File: src/rtl/cdc_pkg.sv
// Shared definitions for the req/ack clock-domain crossing blocks:
// handshake state encoding and synchronizer depth limits.
package cdc_pkg;

    typedef enum logic [1:0] {
        IDLE   = 2'd0,
        SETUP  = 2'd1,
        REQ_HI = 2'd2,
        REQ_LO = 2'd3
    } cdc_state_e;

    localparam int SYNC_STAGES_MIN = 2;
    localparam int SYNC_STAGES_MAX = 4;

    // Out-of-range depths are pulled back into the supported window.
    function automatic int clamp_sync_stages(input int n);
        if (n < SYNC_STAGES_MIN) begin
            return SYNC_STAGES_MIN;
        end
        if (n > SYNC_STAGES_MAX) begin
            return SYNC_STAGES_MAX;
        end
        return n;
    endfunction

endpackage

File: src/rtl/cdc_sync_nff.sv
// Multi-flop reset-to-0 synchronizer for a single asynchronous bit,
// with a combinational bypass for scan/ATPG test mode.
module cdc_sync_nff
    import cdc_pkg::*;
#(
    parameter int STAGES = 2
) (
    input  logic clk_i,
    input  logic reset_n_i,
    input  logic testmode_i,
    input  logic async_i,
    output logic sync_o
);

    localparam int DEPTH = clamp_sync_stages(STAGES);

    logic [DEPTH-1:0] sync_q;

    always_ff @(posedge clk_i or negedge reset_n_i) begin
        if (!reset_n_i) begin
            sync_q <= '0;
        end else begin
            sync_q <= {sync_q[DEPTH-2:0], async_i};
        end
    end

    assign sync_o = testmode_i ? async_i : sync_q[DEPTH-1];

endmodule

File: src/rtl/cdc_handshake_tx.sv
// Launching end of a 4-phase req/ack crossing: holds one word and drives a registered req.
// Optional ack timeout enabled by defining CDC_TX_TIMEOUT_EN.
//
// state  | meaning
// IDLE   | ready for a word; capture data on in_valid_i
// SETUP  | data_o settling for one cycle before req rises
// REQ_HI | req_o high, waiting for synchronized ack (or timeout)
// REQ_LO | req_o low, waiting for synchronized ack to drop; then done
module cdc_handshake_tx
    import cdc_pkg::*;
#(
    parameter int DATA_W      = 8,
    parameter int SYNC_STAGES = 2,
    parameter int TIMEOUT_CYC = 1023
) (
    input  logic              clk_i,
    input  logic              reset_n_i,
    input  logic              testmode_i,
    input  logic              in_valid_i,
    input  logic [DATA_W-1:0] in_data_i,
    output logic              in_ready_o,
    output logic              req_o,
    output logic [DATA_W-1:0] data_o,
    input  logic              ack_i,
    output logic              done_o,
    output logic              err_o
);

    cdc_state_e        state_q;
    cdc_state_e        state_d;
    logic              req_d;
    logic [DATA_W-1:0] data_d;
    logic              done_d;
    logic              err_d;
    logic              ready_d;
    logic              ack_s;
    logic              timeout_hit;

    cdc_sync_nff #(
        .STAGES(SYNC_STAGES)
    ) u_ack_sync (
        .clk_i     (clk_i),
        .reset_n_i (reset_n_i),
        .testmode_i(testmode_i),
        .async_i   (ack_i),
        .sync_o    (ack_s)
    );

`ifdef CDC_TX_TIMEOUT_EN
    localparam int                CNT_W   = $clog2(TIMEOUT_CYC + 1);
    localparam logic [CNT_W-1:0] CNT_MAX = CNT_W'(TIMEOUT_CYC);

    logic [CNT_W-1:0] cnt_q;
    logic [CNT_W-1:0] cnt_d;

    // SETUP is the only way into REQ_HI, so clearing there restarts every wait.
    always_comb begin
        cnt_d = cnt_q;
        if (state_q == SETUP) begin
            cnt_d = '0;
        end else if ((state_q == REQ_HI) && (cnt_q != CNT_MAX)) begin
            cnt_d = cnt_q + 1'b1;
        end
    end

    assign timeout_hit = (state_q == REQ_HI) && (cnt_d == CNT_MAX);

    always_ff @(posedge clk_i or negedge reset_n_i) begin
        if (!reset_n_i) begin
            cnt_q <= '0;
        end else begin
            cnt_q <= cnt_d;
        end
    end
`else
    logic unused_timeout_cfg;

    assign timeout_hit        = 1'b0;
    assign unused_timeout_cfg = (TIMEOUT_CYC == 0);
`endif

    always_comb begin
        state_d = state_q;
        req_d   = req_o;
        data_d  = data_o;
        done_d  = 1'b0;
        err_d   = 1'b0;

        case (state_q)
            IDLE: begin
                if (in_valid_i) begin
                    data_d  = in_data_i;
                    state_d = SETUP;
                end
            end
            SETUP: begin
                req_d   = 1'b1;
                state_d = REQ_HI;
            end
            REQ_HI: begin
                // A real ack wins over a timeout landing in the same cycle.
                if (ack_s) begin
                    req_d   = 1'b0;
                    state_d = REQ_LO;
                end else if (timeout_hit) begin
                    req_d   = 1'b0;
                    err_d   = 1'b1;
                    state_d = REQ_LO;
                end
            end
            REQ_LO: begin
                if (!ack_s) begin
                    done_d  = 1'b1;
                    state_d = IDLE;
                end
            end
            default: begin
                req_d   = 1'b0;
                state_d = IDLE;
            end
        endcase

        ready_d = (state_d == IDLE);
    end

    // Every output is a flop so ack_i never reaches a port combinationally.
    always_ff @(posedge clk_i or negedge reset_n_i) begin
        if (!reset_n_i) begin
            state_q    <= IDLE;
            req_o      <= 1'b0;
            data_o     <= '0;
            in_ready_o <= 1'b1;
            done_o     <= 1'b0;
            err_o      <= 1'b0;
        end else begin
            state_q    <= state_d;
            req_o      <= req_d;
            data_o     <= data_d;
            in_ready_o <= ready_d;
            done_o     <= done_d;
            err_o      <= err_d;
        end
    end

endmodule

File: config.mk
export PLATFORM = sky130hd
export DESIGN_NAME = cdc_handshake_tx
export DESIGN_NICKNAME = d
export VERILOG_FILES = /design/src/rtl/cdc_pkg.sv /design/src/rtl/cdc_sync_nff.sv /design/src/rtl/cdc_handshake_tx.sv
export SDC_FILE = /design/constraint.sdc
export NUM_CORES = 1
export LEC_CHECK = 0
export BUFFER_PORTS_ARGS = -buffer_cell sky130_fd_sc_hd__buf_2
export CAP_MARGIN = 0
export CORE_AREA = 5 5 42 44
export CTS_BUF_LIST = sky130_fd_sc_hd__clkbuf_8
export CTS_CLUSTER_SIZE = 25
export DETAILED_ROUTE_END_ITERATION = 6
export DIE_AREA = 0 0 47 49
export PLACE_DENSITY = 0.75
export RECOVER_POWER = 25
export SLEW_MARGIN = 20
export SYNTH_ARGS = -nofsm -noshare
export SYNTH_HDL_FRONTEND = slang
export SYNTH_SLANG_ARGS = --single-unit
export TNS_END_PERCENT = 1
File: constraint.sdc
create_clock -name clk_i -period 1.9 [get_ports clk_i]
set_input_delay 0 -clock clk_i [delete_from_list [all_inputs] [get_ports clk_i]]
set_output_delay 0 -clock clk_i [all_outputs]
set_load 0.005 [all_outputs]
==> reports/results.txt <==
Status - complete, no violations
Setup violators final - 0
Io pins - 25
Max_slew headroom - 48.4%
Clk_skew - 0.00236 ns
Setup ws final - 0.480 ns
Vias in the first global route - 463
Initial core utilization - 41.7%
Post-CTS setup buffers - 0
Clock buffer depth - 2
Max VDD drop - 744 µV
Global-route wire length before repair - 2.06 mm
Max Slew Vio Count - 0
Average routed wire per standard cell - 12.9 µm
Port bufs - 23
Biggest cell delay along the critical path - 0.46 ns
Ratio of cells with drive above 1 in the final layout - 50.7%
Routed WL - 1.17 mm
Setup TNS - 0 ns
Fin crit share - 74.7%
Yosys top cell area share - 60.0%
LEAKAGE - 0.423 nW
RSZ-0062 raised after global routing - false
Hold Crit Class - input pin to flip-flop
CTS Sinks - 15
Sw Ratio - 28.5%
Seq pwr share - 47.5%
Worst Tran Pin Value - 0.774 ns
CP Class - flip-flop to flip-flop
Detailed Route Iter0 Violations - 2
Area after DPL - 712 µm²
Clock Latency Late Sink - 0.24 ns
Startpoint types - flip-flop
Clock share of power - 20.9%
Final Wtd Congestion - 0.597
CTS buffer count - 3
Final Critical Period - 1.42 ns
Synth Area per Inst - 15.0 µm²
Sw Pwr - 0.327 mW
DRC - 0
WHS - 0.0406 ns
Int Power - 0.822 mW
CP max-delay cell - nor3b_4
Cell Chain, Critical Path - nor3b_4 > mux2_2
DP HPWL - 838 µm
Syn Std Cell Area - 584 µm²
Area occupied by multi-input gates - 196 µm²
Placement Setup Slack - 0.488 ns
Design area - 856 µm²
Worst EP arrival - 1.54 ns
GRT overflow - 0
Synth-to-Final Area Change - 46.5%
H-tree depth - 1
Commonest non-fill, non-tap cell in the layout - buf_2
Syn_nets - 52
Flops & latches, synth - 15
First drt pass iteration count - 4
Final net count - 89
Yosys cell types - 17
Layout filler cell count - 123
Reg clk slew, reported paths - 0.06 ns
Vias per inst - 4.80
Register Area - 377 µm²
Post-layout util - 61.1%
# diodes - 0
Final hold violations - 0
Most frequent cells in the layout - buf_2, dfrtp_1, dlygate4sd3_1
CP required - 2.02 ns
Die span in x - 47 µm
Largest net degree at the start of global routing - 16
Crit path capture type - flip-flop
Combinational share of power - 31.6%
Die Height - 49 µm
Crit Path Max Fanout - 9
Initial antenna violation count - 0
CTS root buffer - clkbuf_8
Cells taking the most area after synthesis - dfrtp_1, mux2_2, dfstp_2, nor3b_4, mux2i_1
CTS tree - built
Core Area - 1400 µm²
Placement Rows - 14
Die area - 2300 µm²
Cell count after synthesis - 39
Total GRT Usage - 12.1%
Fmax - 704 MHz
Synth Warn # - 0
Maxcap violations - 0
Remaining antenna violation count - 0
Yosys top cell by area - dfrtp_1
Pwr/cell area - 1340 nW/µm²
Fraction of the yosys area taken by sequential cells - 64.5%
Vias - 437
==> what timing repair did <==
action	CTS	global route
gates resized for setup	0	0
hold buffers	10	0
hold endpoints to repair	24	0
==> cells by family after synthesis <==
group | after synthesis | share of synthesized area (%)
DFF | 15 | 64.5
buffers and inverters | 2 | 1.93
and+or+nand+nor | 7 | 8.78
muxes | 10 | 19.1
AOI/OAI and AO/OA | 4 | 5.14
other | 1 | 0.642
==> final timing paths <==
kind	start	endpoint	slack [ns]	cells after the start
max in group asynchronous	reset_n_i	u_ack_sync.sync_q[0]	1.06	2
min	in_valid_i	in_ready_o	0.04	3
min reg2reg	u_ack_sync.sync_q[0]	u_ack_sync.sync_q[1]	0.36	0
max reg2reg	state_q[0]	data_o[5]	0.48	2
min in group asynchronous	reset_n_i	req_o	0.35	2
max	state_q[0]	data_o[5]	0.48	2
==> worst max-delay path: cells and delay by family (launching register included) <==
kind	cells	cell delay [ns]
AND/OR/NAND/NOR	1	0.46
multiplexers	1	0.39
flip-flops	1	0.45
==> synth_stat cells (all sizes together) <==
cell	n
dfrtp	14
mux2	9
a21o	2
and2	2
nor2	2
a21oi	1
a311oi	1
buf	1
conb	1
dfstp	1
inv	1
mux2i	1
nor2b	1
nor3	1
nor3b	1
==> power by group through the flow <==
stage | logic (mW) | registers, mW | clock network [mW]
after floorplan | 0.181 | 0.554 | 0
after global placement | 0.340 | 0.543 | 0
after detailed placement | 0.353 | 0.552 | 0
after CTS | 0.370 | 0.548 | 0.247
after global routing | 0.411 | 0.571 | 0.265
final | 0.363 | 0.546 | 0.240
==> through the flow <==
stage | std cells | power (mW)
3_5_place_dp | 77 | 0.905
6_report | 91 | 1.15
2_1_floorplan | 39 | 0.736
3_3_place_gp | 77 | 0.883
4_1_cts | 91 | 1.17
5_1_grt | 91 | 1.25
==> layout make-up <==
type                       instances  share of cell area (%)
inverter                           1                   0.439
clock inverter                     1                   0.439
tap                               16                    2.34
timing repair buffer              33                    25.0
multi-input combinational         22                    23.0
clock buffer                       3                    4.82
sequential                        15                    44.0
==> routing by layer <==
layer,share of wire (%),vias to the layer above,track usage (%)
met2,55,13,19.2
met1,40,219,16.7
li1,-,205,-
met5,0,-,0
met4,0,0,2.76
met3,4.8,0,2.21
==> sequential cells by signal (all words and copies together) (netlist names) <==
signal / count
state_q: 2
u_ack_sync.sync_q: 2
data_o: 8
in_ready_o: 1
req_o: 1
done_o: 1
No activity file was read; power rests on OpenSTA's default activity.
